==> src/rtl/cacheline_adapter.sv <==
// Cacheline-to-burst adapter: one 256-bit line request becomes four 64-bit beats, low word first.
// Optional watchdog guarded by CACHELINE_ADAPTER_TIMEOUT_EN.
module cacheline_adapter #(
   parameter int unsigned LINE_W         = 256,
   parameter int unsigned BEAT_W         = 64,
   parameter int unsigned TIMEOUT_CYCLES = 1024
) (
   input  logic              clk,
   input  logic              rst,
   input  logic [31:0]       line_address,
   input  logic [LINE_W-1:0] line_wdata,
   input  logic              line_read,
   input  logic              line_write,
   output logic [LINE_W-1:0] line_rdata,
   output logic              line_resp,
   output logic [31:0]       burst_address,
   output logic [BEAT_W-1:0] burst_wdata,
   output logic              burst_read,
   output logic              burst_write,
   input  logic [BEAT_W-1:0] burst_rdata,
   input  logic              burst_resp,
   output logic              timeout_err
);

   localparam int unsigned      BEATS     = LINE_W / BEAT_W;
   localparam int unsigned      CNT_W     = $clog2(BEATS);
   localparam logic [31:0]      ADDR_MASK = ~(32'(LINE_W / 8) - 32'd1);
   localparam logic [CNT_W-1:0] LAST     = CNT_W'(BEATS - 1);

   typedef enum logic [1:0] {IDLE, READ, WRITE, RESP} state_t;

   state_t            state, state_next;
   logic [CNT_W-1:0]  cnt;
   logic [LINE_W-1:0] wline;
   logic              beat;
   logic              start;
   logic              wd_expire;

   always_ff @(posedge clk) begin
      if (rst) state <= IDLE;
      else     state <= state_next;
   end

   always_comb begin
      state_next  = state;
      burst_read  = 1'b0;
      burst_write = 1'b0;
      line_resp   = 1'b0;
      beat        = 1'b0;
      start       = 1'b0;
      unique case (state)
         IDLE: begin
            start = line_write | line_read;
            if (line_write)     state_next = WRITE;
            else if (line_read) state_next = READ;
         end
         READ: begin
            burst_read = 1'b1;
            beat       = burst_resp;
            if ((burst_resp && cnt == LAST) || wd_expire) state_next = RESP;
         end
         WRITE: begin
            burst_write = 1'b1;
            beat        = burst_resp;
            if ((burst_resp && cnt == LAST) || wd_expire) state_next = RESP;
         end
         RESP: begin
            line_resp  = 1'b1;
            state_next = IDLE;
         end
         default: state_next = IDLE;
      endcase
   end

   // Write beat is a slice of the latched line, so no line_* input reaches the burst side combinationally.
   assign burst_wdata = wline[32'(cnt) * BEAT_W +: BEAT_W];

   always_ff @(posedge clk) begin
      if (rst) begin
         cnt           <= '0;
         burst_address <= '0;
         wline         <= '0;
         line_rdata    <= '0;
      end else if (start) begin
         cnt           <= '0;
         burst_address <= line_address & ADDR_MASK;
         if (line_write) wline <= line_wdata;
      end else if (beat) begin
         cnt <= cnt + 1'b1;
         if (state == READ) line_rdata[32'(cnt) * BEAT_W +: BEAT_W] <= burst_rdata;
      end
   end

`ifdef CACHELINE_ADAPTER_TIMEOUT_EN
   localparam int unsigned WD_W = $clog2(TIMEOUT_CYCLES + 1);

   logic [WD_W-1:0] wd_cnt;
   logic            wd_err;

   // Fires in the last silent cycle so the flag and RESP appear together TIMEOUT_CYCLES+1 cycles after the strobe.
   assign wd_expire = (state == READ || state == WRITE) && !burst_resp &&
                      (wd_cnt == WD_W'(TIMEOUT_CYCLES - 1));

   always_ff @(posedge clk) begin
      if (rst) begin
         wd_cnt <= '0;
         wd_err <= 1'b0;
      end else begin
         if (state == IDLE || state == RESP || burst_resp) wd_cnt <= '0;
         else                                              wd_cnt <= wd_cnt + 1'b1;
         if (wd_expire) wd_err <= 1'b1;
      end
   end

   assign timeout_err = wd_err;
`else
   assign wd_expire   = 1'b0;
   assign timeout_err = 1'b0;
`endif

endmodule

==> config.mk <==
export PLATFORM = sky130hd
export DESIGN_NAME = cacheline_adapter
export DESIGN_NICKNAME = d
export VERILOG_FILES = /design/src/rtl/cacheline_adapter.sv
export SDC_FILE = /design/constraint.sdc
export NUM_CORES = 1
export LEC_CHECK = 0
export BUFFER_PORTS_ARGS = -buffer_cell sky130_fd_sc_hd__buf_2
export CAP_MARGIN = 0
export CORE_AREA = 2 2 293 295
export CTS_CLUSTER_DIAMETER = 200
export CTS_CLUSTER_SIZE = 40
export DETAILED_ROUTE_END_ITERATION = 7
export DIE_AREA = 0 0 295 297
export SYNTH_ARGS = -nofsm -noshare
export SYNTH_HDL_FRONTEND = slang
export SYNTH_SLANG_ARGS = --single-unit
export TNS_END_PERCENT = 10
==> constraint.sdc <==
create_clock -name clk -period 2.46 [get_ports clk]
set_input_delay 0.246 -clock clk [delete_from_list [all_inputs] [get_ports clk]]
set_output_delay 0.246 -clock clk [all_outputs]
set_load 0.05 [all_outputs]
# Yosys cells after proc, flatten, opt, wreduce, memory -nomap -nowiden
# Cells that the tools add are included.
dict set report totals {
  reg_bits 543
  latchBits 0
  mem_bits_rw 0
  mem_bits_ro 0
  input_bits 357
  word_cells 35
  mem_count 0
}
dict set report op_classes {
  addsub 2
  multipliers 0
  div_mod_pow 0
  n_lt_le_gt_ge 0
  n_eq_ne 6
  shift 3
  muxes 10
  bitwise 2
  reduce_logical 7
}
# operator count
set ops {}
lappend ops {{$bwmux 256} 1}
lappend ops {{$shift 64x34->256 const A} 1}
lappend ops {{$shiftx 256x9->64} 1}
lappend ops {{$shiftx 64x34->256} 1}
lappend ops {{$neg 8->34} 1}
lappend ops {{$eq 2x2->1 const B} 3}
lappend ops {{$mux 2} 3}
lappend ops {{$pmux 2 s3} 1}
lappend ops {{$mux 1} 5}
lappend ops {{$reduce_and 2->1} 2}
lappend ops {{$reduce_or 2->1} 2}
lappend ops {{$ne 3x3->1 const B} 1}
lappend ops {{$reduce_and 3->1} 1}
lappend ops {{$add 2x1->2 const B} 1}
lappend ops {{$eq 2x1->1 const B} 1}
lappend ops {{$logic_not 2->1} 1}
lappend ops {{$ne 2x1->1 const B} 1}
lappend ops {{$logic_and 1x1->1} 1}
lappend ops {{$not 1->1} 1}
lappend ops {{$or 1x1->1} 1}

# Longest topological paths before layout
# Gate-level depths: netlist of the first run.
dict set report depth {
  depth_word 4
  depth_mapped 11
  ltp_nobuf 5
}

# Worst setup path before layout of the first run
# OpenSTA, ideal clock, no wires.
dict set report synth_timing {
  path_kind {reg-to-reg}
  start {reg cnt[0]}
  end {reg line_rdata[204]}
  setup_ps 70
  arrival_ps 2223
  t_required_ps 2390
  slack_ps 167
  path_stages_with_launch 11
  cell_sequence {dfxtp_1 -> buf_2 -> buf_6 -> buf_4 -> inv_1 -> ha_1 -> nor4b_4 -> buf_4 -> buf_6 -> nand3_1 -> a21oi_1}
}
dict set report synth_via {
  elab_chain_cells 3
  word_cells_on_any_way 4
}
# element line_no
set synth_lines {}
lappend synth_lines {{from (decl)} 33} ;# logic [CNT_W-1:0] cnt;
lappend synth_lines {{from (signal assigned)} 89} ;# cnt <= cnt + 1'b1;
lappend synth_lines {{$neg 8->34 (*)} 90} ;# if (state == READ) line_rdata[32'(cnt) * BEAT_W +: BEAT_W] <= burst_rdata;
lappend synth_lines {{$shiftx 64x34->256 / $shift 64x34->256 (equally long branches)} 90}
lappend synth_lines {{$bwmux 256 (*)} 90}
lappend synth_lines {{to (signal, indexed assignment)} 90}
lappend synth_lines {{to (decl)} 14} ;# output logic [LINE_W-1:0] line_rdata,
# Every way passes the cells marked *; elsewhere a longest branch is shown, timed or not.
# A chain may end at the register's enable or synchronous reset.

# Worst setup path after layout of the first run
dict set report layout_timing {
  start {reg cnt[0]}
  end {out burst_wdata[0]}
}
dict set report layout_via {
  elab_chain_cells 1
}
# element line_no
set layout_lines {}
lappend layout_lines {{$shiftx 256x9->64} 76} ;# assign burst_wdata = wline[32'(cnt) * BEAT_W +: BEAT_W];
lappend layout_lines {{to (decl)} 17} ;# output logic [BEAT_W-1:0] burst_wdata,
# Every way passes these cells.

==> results.txt, run 1 <==
Io pins = 713
Overflow after GRT = 0
Post-synth cell types = 33
Post-Synth XOR/XNOR Area = 0.04168%
Final wirelength = 79.44 mm
RSZ-0062 raised after global routing = true
Status = finished clean
Worst Path Max Fanout = 10
Max transition margin = 61.81%
Post-Synthesis Cells = 2502
Starting DRT DRC Count = 1277
Drt first pass iters = 5
WP data required = 2.21 ns
Final worst path period need = 2.426 ns
First-pass GRT wire length = 120.0 mm
Max H-tree Level = 1
Mux contribution to synthesized area = 7.055%
Ys async rst share = 0%
CTS tree = done
Final worst path period share = 98.62%
Root Driver = clkbuf_16
Die area = 87620 µm²
Layout area overhead = 43.08%
Share of cells above drive strength 1 = 26.35%
Syn avg cell area = 8.399 µm²
CTS Sinks = 543
Hpwl dp = 53.53 mm
Commonest non-fill, non-tap cells in the layout = 824 x nand2_1, 675 x buf_2, 541 x dfxtp_1
Final std cells w/o fill = 4580
Final WS setup = 0.03386 ns
P_leak = 12.13 nW
Largest family of logic cells by synthesized area = simple AND/OR/NAND/NOR gates
HP Class = in -> reg
GRT Util Overall = 17.15%
Clk buf depth = 3
DIE HEIGHT = 297 µm
Vias in the first global route = 20.89k
YS warnings = 0
# rows = 107
Worst-Skew Late Latency = 0.59 ns
Worst slack at placement = 0.2989 ns
Power, Total = 21.82 mW
Port bufs = 701
Synthesis-stage register bit count = 543
Synth Flop Type = dfxtp_1
Number of synthesized flops with an enable pin = 0
Largest net degree at the start of global routing = 109
CP dominant cell by count = buf_16
Antenna viol nets, final = 0
# nets final = 3801
Placed insts = 4204
Area share of and/or/nand/nor cells after synthesis = 21.98%
CP top delay family = multiplexers
CP cell instances = buf_16 > buf_16 > mux4_2 > buf_6
Slew Limit Fails = 0
Worst VDD drop = 0.0006626 V
Worst Path Arrival = 2.18 ns
Via density = 4.648
Final Setup Violations = 0
Slew @ Worst Pin = 0.5728 ns
TNS Setup = 0 ns
Worst Skew = 0.02294 ns
Routability congestion estimate = 0.8406
Max Cap Viol = 0
Final core occ = 35.59%
Clock transition at the registers of the reported paths = 0.16 ns
Post-synthesis adder-cell area fraction = 0.6549%
Chip Width = 295 µm
Starting Density = 24.88%
CORE AREA = 84480 µm²
Most common cell after layout, fill and taps aside = nand2_1
Max Freq = 0.4122 GHz
Worst setup SP type = flip-flop
CP bufs+invs = 3
Vias = 21.29k
CP Class = reg -> out
Drt drc = 0
Wirelength per Cell = 17.34 µm
# fillers = 8621
Initial antenna violation count = 6
Register area share after synthesis = 51.73%
CP max-delay cell = mux4_2
Post-Syn Area = 21020 µm²
Endpoints failing hold = 0
Slowest Stage Delay on Critical Path = 0.59 ns
CP endpoint kind = output pin
Power density cells = 725.5 nW/µm²
TritonCTS Buffers = 17
Synth Area in Compound Gates = 13.17%
registers in the layout (all words and copies together) (netlist names):
signal and cells:
wline 256, cnt 2, state 2, line_rdata 256, burst_address 27
cells in the mapped netlist, types with 2 or more instances:
| cell type | count | area [µm²] |
|---|---|---|
| nand2_1 | 825 | 3097 |
| mux2i_1 | 3 | 30.03 |
| nor2_1 | 4 | 15.01 |
| a21oi_2 | 10 | 87.58 |
| nor3_1 | 2 | 10.01 |
| dfxtp_1 | 543 | 10870 |
| buf_6 | 11 | 123.9 |
| clkbuf_1 | 105 | 394.1 |
| and4_1 | 4 | 35.03 |
| nand3_1 | 246 | 1231 |
| nand4_1 | 4 | 25.02 |
| buf_4 | 17 | 127.6 |
| nand3_2 | 10 | 100.1 |
| nor4b_4 | 2 | 47.55 |
| buf_2 | 86 | 430.4 |
| ha_1 | 11 | 137.6 |
| inv_1 | 4 | 15.01 |
| a21oi_1 | 529 | 2648 |
| buf_1 | 9 | 33.78 |
| mux4_2 | 64 | 1441 |
cell families after synthesis:
family	Yosys count
buf+inv	232
flops	543
compound gates	543
mux	68
other cells	1
xor+xnor	1
fa+ha+maj	11
simple gates	1103
timing repair:
item | CTS | global route
cloned | 3 | 1
setup endpoints to repair | 51 | 42
setup buffers | 3 | 0
pin swaps | 0 | 0
hold buffers | 347 | 0
hold endpoints to repair | 538 | 0
gates resized for setup | 33 | 28
final cells by class:
type	count	area [µm²]	area share, %
Antenna cell	2	5.005	0.01664
Inverter	4	15.01	0.04993
Clock buffer	19	432.9	1.440
Sequential cell	543	10880	36.18
Tap cell	1144	1431	4.760
Multi-Input combinational cell	1732	9057	30.12
Timing Repair Buffer	1135	8229	27.37
Clock inverter	1	20.02	0.06658
worst paths after layout:
path,cells after the start,slack (ns),endpoint,startpoint
min reg2reg,2,0.46,line_rdata[59]$_SDFFE_PP0P_,line_rdata[59]$_SDFFE_PP0P_
max reg2reg,6,0.27,line_rdata[8]$_SDFFE_PP0P_,cnt[0]$_SDFFE_PP0P_
max,4,0.03,burst_wdata[0],cnt[0]$_SDFFE_PP0P_
min,2,0.05,wline[64]$_SDFFE_PP0P_,rst
stage by stage:
stage               area (µm²)  hold slack, ns
finish                   30070         0.05026
global route             30070         0.05170
CTS                      29990         0.03058
detailed placement       25850          0.4399
global placement         25850          0.4348
floorplan                21030          0.3820
layer usage:
metal | track usage [%] | routed length, µm | vias to the layer above
li1 | - | - | 10223
met4 | 6.924 | 3308 | 6
met5 | 0 | 38 | -
met1 | 20.84 | 32260 | 10013
met2 | 29.22 | 37530 | 884
met3 | 3.781 | 6295 | 163
power by group:
part / switching, mW / internal (mW)
Combinational: 4.90 / 2.64
Sequential: 0.469 / 9.69
Clock: 2.81 / 1.30
No activity file was read; power rests on OpenSTA's default activity.
==> inputs of run 2 (changes only) <==
--- a/config.mk
+++ b/config.mk
@@ -14,2 +14,3 @@
 export DIE_AREA = 0 0 295 297
+export PLACE_DENSITY = 0.51
 export SYNTH_ARGS = -nofsm -noshare
==> constraint.sdc (replaced) <==
create_clock -name clk -period 2.46 [get_ports clk]
set_input_delay 0.123 -clock clk [delete_from_list [all_inputs] [get_ports clk]]
set_output_delay 0.123 -clock clk [all_outputs]
set_load 0.05 [all_outputs]
==> run 2 against run 1 <==
  * Final cell count up 0.37%
  * Die area unchanged
  * Largest power group unchanged
  * Largest cell class unchanged
  * Critical endpoint is now burst_wdata[42]
  * Sequential power is essentially flat
  * Highest routed layer is now met4
  * Wire length rose by 3.1%
==> results.txt, run 2 (same netlist as run 1, synthesis figures left out) <==
Status = finished clean
Max Freq = 0.4286 GHz (+4.0%)
Crit Reg-Reg Endpoint = wline[63]$_SDFFE_PP0P_
Largest net degree at the start of global routing = 80 (-27%)
Worst Skew = 0.02171 ns (-0.001227 ns)
Placed instance area = 25920 µm² (+0.25%)
CP dominant cell by count = buf_16
Root Driver = clkbuf_16
Layout area overhead = 43.47%
CTS Sinks = 543 (unchanged)
CP Depth = 4 (unchanged)
Final std cells w/o fill = 4597 (+0.37%)
# fillers = 8817 (+2.3%)
Power density cells = 725.5 nW/µm² (about the same)
Worst setup SP type = flip-flop
Hold_sp = line_read
# nets final = 3817 (+0.42%)
DIE HEIGHT = 297 µm (unchanged)
Hpwl dp = 55.76 mm (+4.2%)
Seq. cell area = 10880 µm² (about the same)
Finished Cell Area = 30150 µm² (+0.27%)
CP endpoint kind = output pin
FF-to-FF Start = state[1]$_SDFFE_PP0P_
Final Setup Violations = 0 (unchanged)
Commonest non-fill, non-tap cells in the layout = 824 x nand2_1, 700 x buf_2, 540 x dfxtp_1
Vias = 20.97k (-1.5%)
Slew Limit Fails = 0 (unchanged)
Slew @ Worst Pin = 0.5391 ns (-0.03369 ns)
Hold_ws = 0.05433 ns (+0.004068 ns)
Worst Path Max Fanout = 17 (+7)
Routability congestion estimate = 0.8094 (-3.7%)
WP data required = 2.34 ns (+0.13 ns)
Final worst path period share = 94.85% (-3.8 points)
Worst slack at placement = 0.2366 ns (-0.06227 ns)
Drt first pass iters = 5 (unchanged)
CP Class = reg -> out
First-pass GRT wire length = 122.1 mm (+1.8%)
Final WS setup = 0.1267 ns (+0.09287 ns)
CP top delay family = multiplexers
Vias in the first global route = 20.72k (-0.82%)
HP Class = in -> reg
RSZ-0062 raised after global routing = false
Antenna viol nets, final = 0 (unchanged)
Starting DRT DRC Count = 1191 (-6.7%)
CTS tree = done
Io pins = 713 (unchanged)
Placed insts = 4204 (unchanged)
Wirelength per Cell = 17.81 µm (+2.7%)
Port bufs = 701 (unchanged)
Clock transition at the registers of the reported paths = 0.15 ns (about the same)
Hold Path Depth = 4 (+2)
Most common cell after layout, fill and taps aside = nand2_1
R2R depth = 9 (+3)
Worst Path Arrival = 2.21 ns (+0.03 ns)
Starting Density = 24.88% (unchanged)
Max H-tree Level = 1 (unchanged)
Max Cap Viol = 0 (unchanged)
Slowest Stage Delay on Critical Path = 0.60 ns (about the same)
Initial antenna violation count = 4 (-2)
Chip Width = 295 µm (unchanged)
Worst VDD drop = 0.0005135 V (-23%)
Final wirelength = 81.87 mm (+3.1%)
CP max-delay cell = mux4_2
Regs by FF count = line_rdata x256, wline x256, burst_address x27
Flop-to-flop setup slack = 0.18 ns (-0.09 ns)
GRT Util Overall = 17.54% (+0.39 points)
CORE AREA = 84480 µm² (unchanged)
CP cell instances = buf_16 > buf_16 > mux4_2 > buf_2
Overflow after GRT = 0 (unchanged)
TNS Setup = 0 ns (unchanged)
Worst-Skew Late Latency = 0.58 ns (about the same)
Max transition margin = 64.06% (+2.3 points)
Die area = 87620 µm² (unchanged)
Via density = 4.562 (-1.9%)
Share of cells above drive strength 1 = 26.33% (-0.028 points)
# rows = 107 (unchanged)
Endpoints failing hold = 0 (unchanged)
Drt drc = 0 (unchanged)
P_leak = 12.21 nW (+0.66%)
Hold EP = state[0]$_SDFFE_PP0P_
Multi-input logic area = 9091 µm² (+0.37%)
CP bufs+invs = 3 (unchanged)
TritonCTS Buffers = 17 (unchanged)
Final worst path period need = 2.333 ns (-0.09287 ns)
Clk buf depth = 3 (unchanged)
run 2: metal layers:
| metal | vias to the layer above | share of wire (%) | GRT usage (%) |
|---|---|---|---|
| li1 | 10247 | - | - |
| met1 | 9925 | 41 | 21.51 |
| met2 | 694 | 49 | 30.49 |
| met3 | 106 | 7.4 | 3.930 |
| met4 | 0 | 2.8 | 5.114 |
| met5 | - | 0 | 0 |
run 2: what timing repair did:
action / CTS / global route
gates cloned: 1 / 2
setup endpoints to repair: 48 / 42
endpoints found under the hold margin: 541 / 0
gates resized for setup: 4 / 6
hold buffers: 363 / 0
buffers inserted: 3 / 1
pin swaps: 0 / 1
run 2: power breakdown:
| part | switching (mW) | internal, mW | total [mW] |
|---|---|---|---|
| logic | 4.92 | 2.68 | 7.61 |
| registers | 0.467 | 9.69 | 10.2 |
| clock network | 2.81 | 1.30 | 4.11 |
run 2: worst min-delay path, stage by stage:
cell     delay (ns)
buf_2          0.13
nor2_1         0.09
a22oi_1        0.13
mux2i_1        0.14
run 2: final cells by class:
class | instances | area share, %
clock inverter | 1 | 0.06640
timing repair buffer | 1150 | 27.44
multi-input combinational | 1733 | 30.15
tap | 1144 | 4.747
inverter | 4 | 0.04980
clock buffer | 18 | 1.423
sequential | 543 | 36.08
antenna | 4 | 0.03320
run 2: through the flow:
step | total power [mW] | util [%]
2_1_floorplan | 14.97 | -
3_3_place_gp | 17.20 | 30.68
3_5_place_dp | 17.23 | 30.68
4_1_cts | 21.93 | 35.59
5_1_grt | 23.06 | 35.69
6_report | 21.87 | 35.69
run 2: how the worst max path moves through the flow:
| stage | start | endpoint | slack, ns |
|---|---|---|---|
| detailed placement | cnt[0]$_SDFFE_PP0P_ | line_rdata[14]$_SDFFE_PP0P_ | 0.24 |
| floorplan | cnt[0]$_SDFFE_PP0P_ | line_rdata[204]$_SDFFE_PP0P_ | 0.17 |
| global route | cnt[0]$_SDFFE_PP0P_ | burst_wdata[20] | 0.02 |
| global placement | cnt[0]$_SDFFE_PP0P_ | line_rdata[58]$_SDFFE_PP0P_ | 0.31 |
| CTS | state[0]$_SDFFE_PP0P_ | wline[172]$_SDFFE_PP0P_ | 0.02 |
| finish | cnt[0]$_SDFFE_PP0P_ | burst_wdata[42] | 0.13 |
==> inputs of run 3 (changes only) <==
- SETUP_SLACK_MARGIN: default -> 0.15
==> run 3 against run 2 <==
  * First-iteration DRC count is 4.9% lower
  * Register-to-register slack better by 0.05 ns
  * Clock power hardly changed
  * Combinational power is 2% lower
  * Final cell count is 0.26% lower
  * Critical path depth stayed put
  * Non-clock buffer count is 9 lower
  * Die area stayed put
  * Critical endpoint is now burst_wdata[59]
  * Largest cell class unchanged
  * Highest routed layer unchanged
==> results.txt, run 3 (same netlist as run 1, synthesis figures left out) <==
Met2 wire length = 39.45 mm (-0.79%)
Port bufs = 701 (unchanged)
Starting DRT DRC Count = 1133 (-4.9%)
# rows = 107 (unchanged)
WP data required = 2.34 ns (about the same)
Placed instance area = 25920 µm² (unchanged)
Vias in the first global route = 20.61k (-0.51%)
Final Setup Violations = 0 (unchanged)
Crit path capture = burst_wdata[59]
Final wirelength = 81.06 mm (-0.99%)
Routability congestion estimate = 0.8094 (unchanged)
Finished Cell Area = 30080 µm² (-0.23%)
First-pass GRT wire length = 122.0 mm (-0.15%)
Drt first pass iters = 5 (unchanged)
Slew @ Worst Pin = 0.5545 ns (+0.01541 ns)
CTS tree = done
Slew Limit Fails = 0 (unchanged)
Share of cells above drive strength 1 = 26.29% (-0.040 points)
Max Cap Viol = 0 (unchanged)
CP Class = reg -> out
DR top layer = met4
Hold_ws = 0.06866 ns (+0.01433 ns)
Regs by FF count = line_rdata x256, wline x256, burst_address x27
Worst-Skew Late Latency = 0.59 ns (about the same)
Clk buf depth = 3 (unchanged)
GRT Util Overall = 17.53% (about the same)
CP endpoint kind = output pin
FF-to-FF Start = cnt[0]$_SDFFE_PP0P_
Most common cell after layout, fill and taps aside = nand2_1
WL met1 = 33.83 mm (+0.38%)
Final core occ = 35.61% (-0.083 points)
Overflow after GRT = 0 (unchanged)
HP Class = in -> reg
P_leak = 12.16 nW (-0.44%)
Worst setup SP type = flip-flop
Wirelength per Cell = 17.68 µm (-0.73%)
Worst Path Max Fanout = 8 (-9)
TNS Setup = 0 ns (unchanged)
Clock transition at the registers of the reported paths = 0.15 ns (about the same)
CTS Sinks = 543 (unchanged)
Worst VDD drop = 0.0005142 V (+0.13%)
Max Freq = 0.4371 GHz (+2.0%)
# fillers = 8824 (+0.079%)
Max H-tree Level = 1 (unchanged)
Final worst path period share = 92.99% (-1.9 points)
Io pins = 713 (unchanged)
Crit Reg-Reg Endpoint = line_rdata[14]$_SDFFE_PP0P_
Initial antenna violation count = 2 (-2)
Flop-to-flop setup slack = 0.23 ns (+0.05 ns)
Chip Width = 295 µm (unchanged)
WL met3 = 5.744 mm (-5.4%)
Commonest non-fill, non-tap cells in the layout = 824 x nand2_1, 688 x buf_2, 541 x dfxtp_1
R2R depth = 8 (-1)
Endpoints failing hold = 0 (unchanged)
Power density cells = 722.3 nW/µm² (-0.45%)
Antenna viol nets, final = 0 (unchanged)
Via density = 4.561 (about the same)
Final worst path period need = 2.288 ns (-0.04569 ns)
Largest net degree at the start of global routing = 80 (unchanged)
Worst Skew = 0.02021 ns (-0.001501 ns)
Starting Density = 24.88% (unchanged)
Die area = 87620 µm² (unchanged)
Root Driver = clkbuf_16
Layout area overhead = 43.14%
CORE AREA = 84480 µm² (unchanged)
Status = finished clean
CP startpoint = cnt[0]$_SDFFE_PP0P_
TritonCTS Buffers = 17 (unchanged)
# nets final = 3807 (-0.26%)
Max transition margin = 63.03% (-1.0 points)
Power, Total = 21.73 mW (-0.68%)
RSZ-0062 raised after global routing = true
Worst Path Arrival = 2.16 ns (-0.05 ns)
Vias = 20.91k (-0.28%)
Drt drc = 0 (unchanged)
DIE HEIGHT = 297 µm (unchanged)
Hpwl dp = 55.76 mm (unchanged)
[run 3: critical path: stages (launching register included)]
cell and delay [ns]:
dfxtp_4 0.40, buf_16 0.15, bufbuf_16 0.31, mux4_2 0.51, buf_4 0.21
[run 3: layout make-up]
type,instances,area [µm²],area share [%]
Sequential cell,543,10880,36.16
Multi-Input combinational cell,1732,9062,30.13
Timing Repair Buffer,1141,8239,27.39
Tap cell,1144,1431,4.759
Clock buffer,18,429.2,1.427
Clock inverter,1,20.02,0.06655
Inverter,4,15.01,0.04991
Antenna cell,2,5.005,0.01664
[run 3: worst min-delay path by stage]
stage | end | slack (ns) | cells past startpoint | from
floorplan | wline[0]$_SDFFE_PP0P_ | 0.26 | 2 | line_wdata[0]
global placement | wline[181]$_SDFFE_PP0P_ | 0.37 | 3 | line_wdata[181]
detailed placement | wline[106]$_SDFFE_PP0P_ | 0.37 | 3 | line_wdata[106]
CTS | state[0]$_SDFFE_PP0P_ | 0.003 | 4 | line_read
global route | state[0]$_SDFFE_PP0P_ | 0.07 | 4 | line_read
finish | state[0]$_SDFFE_PP0P_ | 0.07 | 4 | line_read
[run 3: power breakdown]
group | internal [mW] | total [mW] | switching, mW
logic | 2.63 | 7.46 | 4.84
clock network | 1.30 | 4.10 | 2.81
registers | 9.69 | 10.2 | 0.468
[run 3: repair_timing]
item                                    in CTS  in global routing
resized for setup                           17                 10
endpoints found under the hold margin      541                  0
setup buffers                                3                  0
gates cloned                                 2                  0
endpoints found under the setup margin      48                 87
hold buffers                               355                  0
[run 3: routing by layer]
layer	vias to the layer above	global-route usage, %
li1	10219	-
met1	9936	21.53
met4	0	4.543
met2	664	30.78
met5	-	0
met3	94	3.825
[run 3: stage by stage]
stage | cells | setup slack (ns)
floorplan | 2507 | 0.1666
global placement | 4204 | 0.3104
detailed placement | 4204 | 0.2366
CTS | 4583 | 0.07449
global route | 4585 | 0.06813
finish | 4585 | 0.1724
